==> src/rtl/ram_sweep_initiator_if.sv <==
// Request/response bus between the sweep initiator and a single-port RAM.
// One request outstanding; read data returns on rsp_valid.
interface ram_sweep_initiator_if #(
   parameter int unsigned ADDR_W = 8,
   parameter int unsigned DATA_W = 8
);
   logic              req_valid;
   logic              req_ready;
   logic              req_write;
   logic [ADDR_W-1:0] Addr;
   logic [DATA_W-1:0] Data;
   logic              rsp_valid;
   logic [DATA_W-1:0] rsp_data;

   modport master (
      output req_valid, req_write, Addr, Data,
      input  req_ready, rsp_valid, rsp_data
   );

   modport slave (
      input  req_valid, req_write, Addr, Data,
      output req_ready, rsp_valid, rsp_data
   );
endinterface

==> src/rtl/ram_sweep_initiator.sv <==
// ram_sweep_initiator: writes data(a)=a^SEED to 0..MAX_ADDR, reads back, counts mismatches.
// Define RAM_SWEEP_ASSERT_EN to compile in bus protocol assertions.
module ram_sweep_initiator #(
   parameter int unsigned       ADDR_W   = 8,
   parameter int unsigned       DATA_W   = 8,
   parameter logic [ADDR_W-1:0] MAX_ADDR = ADDR_W'(8'hFF),
   parameter logic [DATA_W-1:0] SEED     = DATA_W'(8'hA5)
) (
   input  logic                  clk,
   input  logic                  rst,
   input  logic                  start_i,
   output logic                  busy_o,
   output logic                  done_o,
   output logic                  pass_o,
   output logic [7:0]            err_count_o,
   ram_sweep_initiator_if.master bus
);

   typedef enum logic [2:0] {
      S_IDLE,
      S_WR,
      S_RD_REQ,
      S_RD_WAIT,
      S_FIN
   } state_e;

   state_e            state_q, state_d;
   logic [ADDR_W-1:0] addr_q, addr_d;
   logic [DATA_W-1:0] data_q, data_d;
   logic [7:0]        err_q, err_d;
   logic              busy_q, busy_d;
   logic              done_q, done_d;
   logic              pass_q, pass_d;
   logic              vld_q, vld_d;
   logic              wr_q, wr_d;

   function automatic logic [DATA_W-1:0] pattern(
      input logic [ADDR_W-1:0] a
   );
      return DATA_W'(a) ^ SEED;
   endfunction

   logic last_addr;
   logic rsp_bad;

   assign last_addr = (addr_q == MAX_ADDR);
   assign rsp_bad   = (bus.rsp_data != pattern(addr_q));

   always_comb begin
      state_d = state_q;
      addr_d  = addr_q;
      data_d  = data_q;
      err_d   = err_q;
      busy_d  = busy_q;
      done_d  = 1'b0;
      pass_d  = pass_q;
      vld_d   = vld_q;
      wr_d    = wr_q;

      unique case (state_q)
         S_IDLE: begin
            if (start_i) begin
               state_d = S_WR;
               addr_d  = '0;
               data_d  = pattern('0);
               err_d   = '0;
               pass_d  = 1'b0;
               busy_d  = 1'b1;
               vld_d   = 1'b1;
               wr_d    = 1'b1;
            end
         end

         S_WR: begin
            if (vld_q && bus.req_ready) begin
               if (last_addr) begin
                  state_d = S_RD_REQ;
                  addr_d  = '0;
                  data_d  = '0;
                  wr_d    = 1'b0;
               end else begin
                  addr_d = addr_q + 1'b1;
                  data_d = pattern(addr_q + 1'b1);
               end
            end
         end

         S_RD_REQ: begin
            if (bus.req_ready) begin
               state_d = S_RD_WAIT;
               vld_d   = 1'b0;
            end
         end

         S_RD_WAIT: begin
            if (bus.rsp_valid) begin
               if (rsp_bad && (err_q != 8'hFF)) begin
                  err_d = err_q + 8'd1;
               end
               if (last_addr) begin
                  state_d = S_FIN;
               end else begin
                  state_d = S_RD_REQ;
                  addr_d  = addr_q + 1'b1;
                  vld_d   = 1'b1;
               end
            end
         end

         // err_q is final here, so pass and done land together
         S_FIN: begin
            state_d = S_IDLE;
            done_d  = 1'b1;
            pass_d  = (err_q == 8'd0);
            busy_d  = 1'b0;
         end

         default: begin
            state_d = S_IDLE;
         end
      endcase
   end

   always_ff @(posedge clk) begin
      if (rst) begin
         state_q <= S_IDLE;
         addr_q  <= '0;
         data_q  <= '0;
         err_q   <= '0;
         busy_q  <= 1'b0;
         done_q  <= 1'b0;
         pass_q  <= 1'b0;
         vld_q   <= 1'b0;
         wr_q    <= 1'b0;
      end else begin
         state_q <= state_d;
         addr_q  <= addr_d;
         data_q  <= data_d;
         err_q   <= err_d;
         busy_q  <= busy_d;
         done_q  <= done_d;
         pass_q  <= pass_d;
         vld_q   <= vld_d;
         wr_q    <= wr_d;
      end
   end

   assign busy_o        = busy_q;
   assign done_o        = done_q;
   assign pass_o        = pass_q;
   assign err_count_o   = err_q;
   assign bus.req_valid = vld_q;
   assign bus.req_write = wr_q;
   assign bus.Addr      = addr_q;
   assign bus.Data      = data_q;

`ifdef RAM_SWEEP_ASSERT_EN
   a_addr_range: assert property (
      @(posedge clk) disable iff (rst)
      bus.req_valid |-> (bus.Addr <= MAX_ADDR)
   ) else $error("ram_sweep: Addr beyond MAX_ADDR");

   a_req_hold: assert property (
      @(posedge clk) disable iff (rst)
      (bus.req_valid && !bus.req_ready) |=>
         ($stable({bus.Addr, bus.Data, bus.req_write}) && bus.req_valid)
   ) else $error("ram_sweep: request changed or dropped while stalled");

   a_rsp_state: assert property (
      @(posedge clk) disable iff (rst)
      bus.rsp_valid |-> (state_q == S_RD_WAIT)
   ) else $error("ram_sweep: rsp_valid outside RD_WAIT");
`else
   // no protocol assertions in this build; datapath is unchanged
`endif

endmodule
==> src/flat_wrapper.sv <==
// flat-port wrapper written by rule: the top's interface ports become plain ports
module ram_sweep_initiator_flat 
#(
   parameter int unsigned       ADDR_W   = 8,
   parameter int unsigned       DATA_W   = 8,
   parameter logic [ADDR_W-1:0] MAX_ADDR = ADDR_W'(8'hFF),
   parameter logic [DATA_W-1:0] SEED     = DATA_W'(8'hA5)
)
  (clk, rst, start_i, busy_o, done_o, pass_o, err_count_o, bus_req_valid, bus_req_write, bus_Addr, bus_Data, bus_req_ready, bus_rsp_valid, bus_rsp_data);
  ram_sweep_initiator_if #(.ADDR_W(ADDR_W), .DATA_W(DATA_W)) bus_i ();
  input  logic clk;
  input  logic rst;
  input  logic start_i;
  output logic busy_o;
  output logic done_o;
  output logic pass_o;
  output logic [7:0] err_count_o;
  output wire logic [$bits(bus_i.req_valid)-1:0] bus_req_valid;
  output wire logic [$bits(bus_i.req_write)-1:0] bus_req_write;
  output wire logic [$bits(bus_i.Addr)-1:0] bus_Addr;
  output wire logic [$bits(bus_i.Data)-1:0] bus_Data;
  input wire logic [$bits(bus_i.req_ready)-1:0] bus_req_ready;
  input wire logic [$bits(bus_i.rsp_valid)-1:0] bus_rsp_valid;
  input wire logic [$bits(bus_i.rsp_data)-1:0] bus_rsp_data;
  assign bus_req_valid = bus_i.req_valid;
  assign bus_req_write = bus_i.req_write;
  assign bus_Addr = bus_i.Addr;
  assign bus_Data = bus_i.Data;
  assign bus_i.req_ready = bus_req_ready;
  assign bus_i.rsp_valid = bus_rsp_valid;
  assign bus_i.rsp_data = bus_rsp_data;
  ram_sweep_initiator #(.ADDR_W(ADDR_W), .DATA_W(DATA_W), .MAX_ADDR(MAX_ADDR), .SEED(SEED)) u_core (.clk(clk), .rst(rst), .start_i(start_i), .busy_o(busy_o), .done_o(done_o), .pass_o(pass_o), .err_count_o(err_count_o), .bus(bus_i));
endmodule
==> config.mk <==
export PLATFORM = sky130hd
export DESIGN_NAME = ram_sweep_initiator_flat
export DESIGN_NICKNAME = d
export VERILOG_FILES = /design/src/rtl/ram_sweep_initiator_if.sv /design/src/rtl/ram_sweep_initiator.sv /design/src/flat_wrapper.sv
export SDC_FILE = /design/constraint.sdc
export NUM_CORES = 1
export LEC_CHECK = 0
export CORE_UTILIZATION = 30
export DETAILED_ROUTE_END_ITERATION = 7
export GPL_ROUTABILITY_DRIVEN = 0
export PLACE_DENSITY = 0.59
export SLEW_MARGIN = 20
export SYNTH_ARGS = -nofsm -noshare
export SYNTH_HDL_FRONTEND = slang
export SYNTH_SLANG_ARGS = --single-unit
==> constraint.sdc <==
create_clock -name clk -period 2.7 [get_ports clk]
set_clock_uncertainty 0.15 [all_clocks]
set_input_delay 0.27 -clock clk [delete_from_list [all_inputs] [get_ports clk]]
set_output_delay 0.27 -clock clk [all_outputs]
set_load 0.01 [all_outputs]
==> metrics.md, run 1 <==
| Metric | Value |
|---|---|
| Status | complete, no violations |
| H-tree depth | 2 |
| Maximum VDD drop | around 0.00022 V |
| Clock buffer depth | 2 |
| Hold Fails Final Rpt | 0 |
| Vias in the first global route | ~1.5k |
| Combinational share of power | around 17% |
| Post-synthesis compound-gate area fraction | a little under a quarter |
| Synth Area in Simple Gates | a little over a quarter |
| Hold-fix buffers at CTS | 0 |
| RSZ-0062 raised after global routing | no |
| DRT iter0 DRCs | between 90 and 100 |
| Total number of vias | ~1.6k |
| Slew @ Worst Pin | 0.534 ns |
| Synth Instances | between 150 and 200 |
| Mux contribution to synthesized area | less than 1% |
| Largest net degree at the start of global routing | 16 |
| Final period util | around four fifths |
| Adder-cell area share of the yosys netlist | 2.19% |
| Leak | between 0.8 and 0.9 nW |
| Total GRT Usage | between 15 and 20% |
| Synth cell types | 56 |
| Max Slew Vio Count | 0 |
| # port buffers | 41 |
| Largest family of logic cells by synthesized area | simple AND/OR/NAND/NOR gates |
| CP required | about 2.8 ns |
| Dpl ws | ~0.45 ns |
| Asr flop ratio synth | 0% |
| Top-count cell post-synth | dfxtp_1 |
| Rows | 27 |
| Yosys top cell by area | dfxtp_1 |
| Switching power | 0.275 mW |
| Fin cells | between 300 and 400 |
| FMAX | 0.462 GHz |
| WL/cell | between 10 and 15 um |
| Synth Net Count | 211 |
| Die Width | 77.5 um |
| Synth Area in XOR/XNOR | a little over 6% |
| Post-CTS Resized | 0 |
| Final worst slack | about 0.54 ns |
| Count of flip-flops with a built-in enable after synthesis | 0 |
| CP Class | reg2reg |
| Synth top area share | between 30% and 40% |
| Overall Power | between 1 and 1.5 mW |
| YS warnings | 0 |
| Reg power frac | 46.0% |
| Seq cells post-synth | 32 |
| Drc violations | 0 |
| WP data arrival | approximately 2.2 ns |
| Reg2reg setup slack | about 0.54 ns |
| Placed cells | slightly above 300 |
| CORE AREA | ~0.0055 mm^2 |
| Clock-pin slew on the worst setup and hold paths | about 0.07 ns |
| Vias per inst | 5.12 |
| Int Power | 0.814 mW |
| Hold/Removal Path Class | reg2reg |
| Gr ovfl total | 0 |
| Max Cap Viol | 0 |
| DRT Wirelength | about 4300 um |
| DRT antenna net count | 0 |
| Worst setup EP type | flop |
| Clk pwr share | about 37% |
| Sw Ratio | between 20% and 30% |
| Share of layout cells above drive strength 1 | between 10% and 20% |
| Area Growth Syn to Fin | 35.0% |
| Synth top cells by count | dfxtp_1, nor2_1, a21oi_1 |
| Die Ht | around 78 um |
| Post-synthesis area per instance | about 8.8 um^2 |
| CTS tree | done |
| Clock latency on the worst-skew pair | around 0.28 ns |
| Pwr/cell area | ~470 mW/mm^2 |
| Total clock buffers created by CTS | 5 |
| Post-CTS setup repair buffer count | 0 |
| Ports | between 40 and 50 |
| Post-route setup TNS | 0 ns |
| Clk sink count | 32 |
| CTS root buffer | clkbuf_8 |
| TritonRoute pass-1 iters | 4 |
| Setup violations, final | 0 |
| First-pass GRT wire length | 7350 um |
| Critical Path Fanout Max | 6 |
| Setup crit start kind | flop |
| Predominant post-synthesis flop cell | dfxtp_1 |
| Relative slew slack | between 60% and 70% |
| HPWL Detailed | 3220 um |
| Inserted Diodes | 0 |
| Nets@finish | 257 |
| Initial Utilization | between 30% and 40% |
| Die Footprint | around 0.0060 mm^2 |
| Synth top area cells | dfxtp_1, nor2_1, xor2_1 |
| Final Critical Period | 2.16 ns |
| Initial antenna violation count | 0 |
| Mapped Area | ~0.0017 mm^2 |
| Seq/Total Area, Yosys | between 30 and 40% |
## flip-flops by register name, summed over array words and instances (netlist names)
name                  flops
u_core.bus.Addr           8
u_core.bus.Data           8
u_core.err_count_o        8
u_core.state_q            3
u_core.bus.req_valid      1
u_core.bus.req_write      1
u_core.busy_o             1
u_core.done_o             1
u_core.pass_o             1
## per-stage QoR
step | hold slack (ns) | util, % | instance area [um^2]
floorplan | 0.320 | - | 1710
global placement | 0.302 | 40.2 | 2210
detailed placement | 0.302 | 40.2 | 2210
CTS | 0.314 | 41.9 | 2310
global route | 0.344 | 41.9 | 2310
finish | 0.309 | 41.9 | 2310
## cell usage in the layout (no fill, tap or decap), types with 7 or more instances in the layout
cell type        count
a21o_1               7
clkdlybuf4s50_1     41
nand2_1              8
dfxtp_1             32
xor2_1               7
nor3_1               9
nand3_1             10
a21oi_1             12
clkbuf_8             7
nor2_1              17
## metal layers
metal  track usage (%)  vias up  share of wire (%)
li1                  -      818                  -
met1              21.7      750                 50
met2              23.1       32                 45
met3              3.29        4                3.9
met4              5.47        0               0.79
met5                 0        -                  0
## power groups by stage
stage	logic [mW]	registers [mW]	clock network (mW)
floorplan	0.0995	0.518	0
global placement	0.187	0.512	0
detailed placement	0.188	0.512	0
CTS	0.189	0.501	0.416
global route	0.206	0.503	0.442
finish	0.188	0.501	0.400
## critical path: stages, from the launching register on
cell	delay, ns
dfxtp_1	0.38
ha_1	0.25
nand3_1	0.19
o21ai_0	0.15
a221o_2	0.41
or4_1	0.41
a31oi_1	0.16
## kinds of logic (layout without fill, tap and decap cells)
family / Yosys count / after routing
buffers and inverters: 14 / 60
XOR/XNOR: 12 / 12
multiplexers: 1 / 1
adder cells (fa/ha/maj): 3 / 3
AND/OR/NAND/NOR: 79 / 79
flip-flops: 32 / 32
AO/OA/AOI/OAI: 54 / 54
## path summary, 6_finish.rpt
path / from / to / cells past startpoint
setup / recovery: u_core.bus.Addr[0] / u_core.bus.Addr[6] / 6
hold / removal: u_core.pass_o / u_core.pass_o / 2
setup reg to reg: u_core.bus.Addr[0] / u_core.bus.Addr[6] / 6
hold reg to reg: u_core.pass_o / u_core.pass_o / 2
## area by class of cell
type / instances / area (um^2)
Fill cell: 561 / 3200
Multi-Input combinational cell: 149 / 1000
Sequential cell: 32 / 641
Timing Repair Buffer: 47 / 455
Clock buffer: 7 / 96.3
Tap cell: 72 / 90.1
Inverter: 6 / 23.8
No activity file was read; power rests on OpenSTA's default activity.
==> run 2: changes to the inputs <==
==> constraint.sdc (replaced) <==
create_clock -name clk -period 2.25 [get_ports clk]
set_clock_uncertainty 0.15 [all_clocks]
set_input_delay 0.225 -clock clk [delete_from_list [all_inputs] [get_ports clk]]
set_output_delay 0.225 -clock clk [all_outputs]
set_load 0.01 [all_outputs]
==> metrics.md, run 2 (same netlist as run 1, synthesis figures left out) <==
| Metric | Value |
|---|---|
| Status | complete, no violations (unchanged) |
| WHS Path Cells | 2 (unchanged) |
| FMAX | 0.484 GHz (was 0.462 GHz) |
| Vias in the first global route | 1595 (was 1471) |
| Clock buffer depth | 2 (unchanged) |
| Critical Path Fanout Max | 6 (unchanged) |
| DRT antenna net count | 0 (unchanged) |
| Nets@finish | 274 (was 257) |
| Largest net degree at the start of global routing | 15 (was 16) |
| Vias per inst | 5.12 (about the same) |
| CP required | 2.31 ns (was 2.76 ns) |
| Drc violations | 0 (unchanged) |
| Initial Utilization | 31.1% (unchanged) |
| Pwr/cell area | 522 mW/mm^2 (was 472 mW/mm^2) |
| Clock latency on the worst-skew pair | 0.28 ns (about the same) |
| Die Ht | 77.5 um (unchanged) |
| Most frequent cells in the layout | clkdlybuf4s50_1, dfxtp_1, buf_4, nor2_1, a21oi_1 (was clkdlybuf4s50_1, dfxtp_1, nor2_1, a21oi_1, nand3_1) |
| Leak | 0.963 nW (was 0.884 nW) |
| DRT iter0 DRCs | 99 (unchanged) |
| Initial antenna violation count | 0 (unchanged) |
| CTS root buffer | clkbuf_8 (unchanged) |
| Clk sink count | 32 (unchanged) |
| H-tree depth | 2 (unchanged) |
| Die Width | 77.5 um (unchanged) |
| Final Critical Period | 2.07 ns (was 2.16 ns) |
| Ports | 42 (unchanged) |
| Hold-fix buffers at CTS | 0 (unchanged) |
| Fill count | 538 (was 561) |
| Hold/Removal Path Class | reg2reg (unchanged) |
| Gr ovfl total | 0 (unchanged) |
| Reg power frac | 47.9% (was 46.0%) |
| Post-CTS Resized | 0 (unchanged) |
| RSZ-0062 raised after global routing | no (unchanged) |
| HPWL Detailed | 3390 um (was 3220 um) |
| DRT Wirelength | 4480 um (was 4330 um) |
| # port buffers | 41 (unchanged) |
| WL/cell | 13.6 um (was 13.8 um) |
| Hold Fails Final Rpt | 0 (unchanged) |
| Sw Ratio | 26.3% (was 25.3%) |
| Relative slew slack | 76.3% (was 64.2%) |
| Clock-pin slew on the worst setup and hold paths | 0.07 ns (about the same) |
| Maximum VDD drop | 0.000276 V (was 0.000222 V) |
| Worst setup EP type | flop (unchanged) |
| Int Power | 0.930 mW (was 0.814 mW) |
| Setup crit start kind | flop (unchanged) |
| Total number of vias | 1689 (was 1604) |
| Max Cap Viol | 0 (unchanged) |
| Max Slew Vio Count | 0 (unchanged) |
| WP data arrival | 2.13 ns (was 2.22 ns) |
| Commonest non-fill, non-tap cell in the layout | clkdlybuf4s50_1 (unchanged) |
| First-pass GRT wire length | 7510 um (was 7350 um) |
| Combinational share of power | 19.2% (was 17.3%) |
| Switching power | 0.332 mW (was 0.275 mW) |
| CP Class | reg2reg (unchanged) |
| Total clock buffers created by CTS | 5 (unchanged) |
| Rows | 27 (unchanged) |
| Inserted Diodes | 0 (unchanged) |
| Die Footprint | 0.00601 mm^2 (unchanged) |
| Clk pwr share | 32.9% (was 36.7%) |
| Total GRT Usage | 15.7% (was 15.4%) |
| Setup violations, final | 0 (unchanged) |
| Post-CTS setup repair buffer count | 0 (unchanged) |
| CORE AREA | 0.00551 mm^2 (unchanged) |
| Share of layout cells above drive strength 1 | 16.3% (was 10.8%) |
| R2R cell count | 6 (unchanged) |
| Post-route setup TNS | 0 ns (unchanged) |
| Slew @ Worst Pin | 0.354 ns (was 0.534 ns) |
| Final period util | 91.9% (was 80.1%) |
| Worst hold slack | 0.309 ns (about the same) |
| Area Growth Syn to Fin | 41.3% (was 35.0%) |
| CTS tree | done (unchanged) |
| TritonRoute pass-1 iters | 4 (unchanged) |
==> run 2: worst paths after layout <==
| kind | start | slack, ns | to |
|---|---|---|---|
| worst max-delay path | u_core.bus.Addr[0] | 0.18 | u_core.bus.Addr[6] |
| worst min-delay path | u_core.pass_o | 0.31 | u_core.pass_o |
| worst max register to register | u_core.bus.Addr[0] | 0.18 | u_core.bus.Addr[6] |
| worst min register to register | u_core.pass_o | 0.31 | u_core.pass_o |
==> run 2: worst max-delay path, stage by stage (launching register included) <==
cell and delay [ns]:
dfxtp_1 0.32, ha_1 0.22, nand3_1 0.21, o21ai_0 0.13, a221o_2 0.40, or4_1 0.40
a31oi_1 0.16
==> run 2: layout make-up <==
class                      instances  area (um^2)  area share [%]
clock buffer                       6         72.6            3.00
timing repair buffer              64          583            24.1
clock inverter                     1         5.00           0.207
inverter                           6         23.8           0.983
sequential                        32          641            26.5
multi-input combinational        149         1000            41.5
tap                               72         90.1            3.73
==> run 2: power by group through the flow <==
stage | clock (mW) | combinational [mW] | sequential [mW]
global route | 0.465 | 0.261 | 0.608
finish | 0.415 | 0.242 | 0.605
global placement | 0 | 0.241 | 0.618
detailed placement | 0 | 0.242 | 0.618
floorplan | 0 | 0.119 | 0.622
CTS | 0.433 | 0.244 | 0.605
==> run 2: metal layers <==
layer	up-vias	GRT usage, %	part of all wire (%)	routed length [um]
met5	-	0	0	0
met4	0	4.15	0.87	39
met3	7	3.53	4.6	207
met2	39	24.3	44	1970
met1	786	21.8	50	2250
li1	857	-	-	-
==> run 2: metrics by stage <==
step	instances	util [%]	cell area [um^2]	total power, mW	worst slack [ns]
after floorplan	195	-	1710	0.741	0.246
after global placement	323	42.5	2340	0.859	0.0736
after detailed placement	323	42.5	2340	0.860	0.0558
after CTS	330	43.9	2420	1.28	0.190
after global routing	330	43.9	2420	1.33	0.0632
final	330	43.9	2420	1.26	0.183
==> run 3: changes to the inputs <==
--- a/config.mk
+++ b/config.mk
@@ -5,10 +5,12 @@
 export SDC_FILE = /design/constraint.sdc
 export NUM_CORES = 1
 export LEC_CHECK = 0
+export CORE_ASPECT_RATIO = 1.5
 export CORE_UTILIZATION = 30
 export DETAILED_ROUTE_END_ITERATION = 7
 export GPL_ROUTABILITY_DRIVEN = 0
 export PLACE_DENSITY = 0.59
+export SKIP_CTS_REPAIR_TIMING = 1
 export SLEW_MARGIN = 20
 export SYNTH_ARGS = -nofsm -noshare
 export SYNTH_HDL_FRONTEND = slang
==> metrics.md, run 3 (same netlist as run 1, synthesis figures left out) <==
| Metric | Value |
|---|---|
| Status | complete, no violations (unchanged) |
| HPWL Detailed | 3630 um (was 3390 um) |
| Overall Power | 1.45 mW (was 1.26 mW) |
| Initial Utilization | 31.1% (about the same) |
| TritonRoute pass-1 iters | 4 (unchanged) |
| WL/cell | 14.5 um (was 13.6 um) |
| Clk pwr share | 42.2% (was 32.9%) |
| Initial antenna violation count | 0 (unchanged) |
| Sw Ratio | 24.0% (was 26.3%) |
| Vias per inst | 5.30 (was 5.12) |
| CP required | 2.31 ns (about the same) |
| # port buffers | 41 (unchanged) |
| H-tree depth | 2 (unchanged) |
| Final period util | 89.7% (was 91.9%) |
| Max Slew Vio Count | 0 (unchanged) |
| Clock-pin slew on the worst setup and hold paths | 0.07 ns (about the same) |
| Nets@finish | 269 (was 274) |
| Gr ovfl total | 0 (unchanged) |
| Leak | 0.962 nW (was 0.963 nW) |
| Most frequent cells in the layout | clkdlybuf4s50_1, dfxtp_1, buf_4, nor2_1, a21oi_1 (unchanged) |
| Clock buffer depth | 2 (unchanged) |
| Switching power | 0.348 mW (was 0.332 mW) |
| Total GRT Usage | 16.5% (was 15.7%) |
| CTS root buffer | clkbuf_8 (unchanged) |
| Drc violations | 0 (unchanged) |
| Hold/Removal Path Class | reg2reg (unchanged) |
| Clk sink count | 32 (unchanged) |
| Area Growth Syn to Fin | 41.8% (was 41.3%) |
| WP data arrival | 2.08 ns (was 2.13 ns) |
| Rows | 33 (was 27) |
| RSZ-0062 raised after global routing | no (unchanged) |
| Post-route setup TNS | 0 ns (unchanged) |
| Setup violations, final | 0 (unchanged) |
| Relative slew slack | 55.6% (was 76.3%) |
| Setup crit start kind | flop (unchanged) |
| Max Cap Viol | 0 (unchanged) |
| Int Power | 1.11 mW (was 0.930 mW) |
| DRT Wirelength | 4700 um (was 4480 um) |
| Pwr/cell area | 599 mW/mm^2 (was 522 mW/mm^2) |
| Die Width | 63.7 um (was 77.5 um) |
| Combinational share of power | 16.4% (was 19.2%) |
| Slew @ Worst Pin | 0.662 ns (was 0.354 ns) |
| Share of layout cells above drive strength 1 | 15.4% (was 16.3%) |
| DRT iter0 DRCs | 38 (was 99) |
| CTS tree | done (unchanged) |
| Vias in the first global route | 1652 (was 1595) |
| DRT antenna net count | 0 (unchanged) |
| Die Footprint | 0.00601 mm^2 (about the same) |
| CORE AREA | 0.00549 mm^2 (was 0.00551 mm^2) |
| Worst setup EP type | flop (unchanged) |
| Ports | 42 (unchanged) |
| Final Critical Period | 2.02 ns (was 2.07 ns) |
| Placed cells | 316 (was 323) |
| Total clock buffers created by CTS | 5 (unchanged) |
| Clock latency on the worst-skew pair | 0.28 ns (about the same) |
| Die Ht | 94.5 um (was 77.5 um) |
| Reg power frac | 41.4% (was 47.9%) |
| Maximum VDD drop | 0.000454 V (was 0.000276 V) |
| Hold Fails Final Rpt | 0 (unchanged) |
| Total number of vias | 1716 (was 1689) |
| Fin cells | 324 (was 330) |
| FMAX | 0.496 GHz (was 0.484 GHz) |
| First-pass GRT wire length | 7690 um (was 7510 um) |
| Inserted Diodes | 0 (unchanged) |
| CP Class | reg2reg (unchanged) |
| Largest net degree at the start of global routing | 14 (was 15) |
| Critical Path Fanout Max | 6 (unchanged) |
| Commonest non-fill, non-tap cell in the layout | clkdlybuf4s50_1 (unchanged) |
-- run 3: changes by cell type in the layout (fill, tap and decap cells not counted) --
cell / change
bufinv_16: +1
clkinv_2: -1
clkbuf_1: -1
clkbuf_8: +2
buf_4: -5
-- run 3: path summary, 6_finish.rpt --
path                       from            endpoint  slack, ns  depth (start not counted)
max          u_core.bus.Addr[0]  u_core.bus.Addr[6]       0.23                          6
min               u_core.pass_o       u_core.pass_o       0.31                          2
max reg2reg  u_core.bus.Addr[0]  u_core.bus.Addr[6]       0.23                          6
min reg2reg       u_core.pass_o       u_core.pass_o       0.31                          2
-- run 3: area by class of cell --
| cell class | instances | area (um^2) |
|---|---|---|
| fillers | 548 | 3070 |
| multi-input cells | 149 | 1000 |
| flip-flops and latches | 32 | 641 |
| repair buffers | 59 | 546 |
| clock buffers | 7 | 96.3 |
| well taps | 70 | 87.6 |
| clock inverters | 1 | 30.0 |
| inverters | 6 | 23.8 |
-- run 3: worst max-delay path, cell delays in order, from the launching register on --
cell	delay (ns)
dfxtp_1	0.31
ha_1	0.22
nand3_1	0.19
o21ai_0	0.14
a221o_2	0.36
or4_1	0.40
a31oi_1	0.17
-- run 3: through the flow --
step	util (%)	instance area [um^2]	setup WS, ns	hold WS [ns]
3_5_place_dp	41.9	2300	0.0710	0.302
3_3_place_gp	41.9	2300	0.106	0.300
6_report	44.2	2430	0.233	0.307
2_1_floorplan	-	1710	0.246	0.275
5_1_grt	44.2	2430	0.0942	0.354
4_1_cts	44.2	2430	0.225	0.315
-- run 3: per-layer routing --
| metal | GRT usage, % | up-vias | share of wire, % |
|---|---|---|---|
| li1 | - | 849 | - |
| met1 | 17.9 | 813 | 41 |
| met2 | 30.3 | 43 | 54 |
| met3 | 2.66 | 11 | 3.1 |
| met4 | 8.14 | 0 | 2.5 |
| met5 | 0 | - | 0 |
-- run 3: power groups by stage --
stage / Clock [mW] / Sequential [mW] / Combinational (mW)
2_1_floorplan: 0 / 0.622 / 0.119
3_3_place_gp: 0 / 0.614 / 0.238
3_5_place_dp: 0 / 0.615 / 0.238
4_1_cts: 0.622 / 0.602 / 0.239
5_1_grt: 0.641 / 0.604 / 0.261
6_report: 0.614 / 0.602 / 0.238
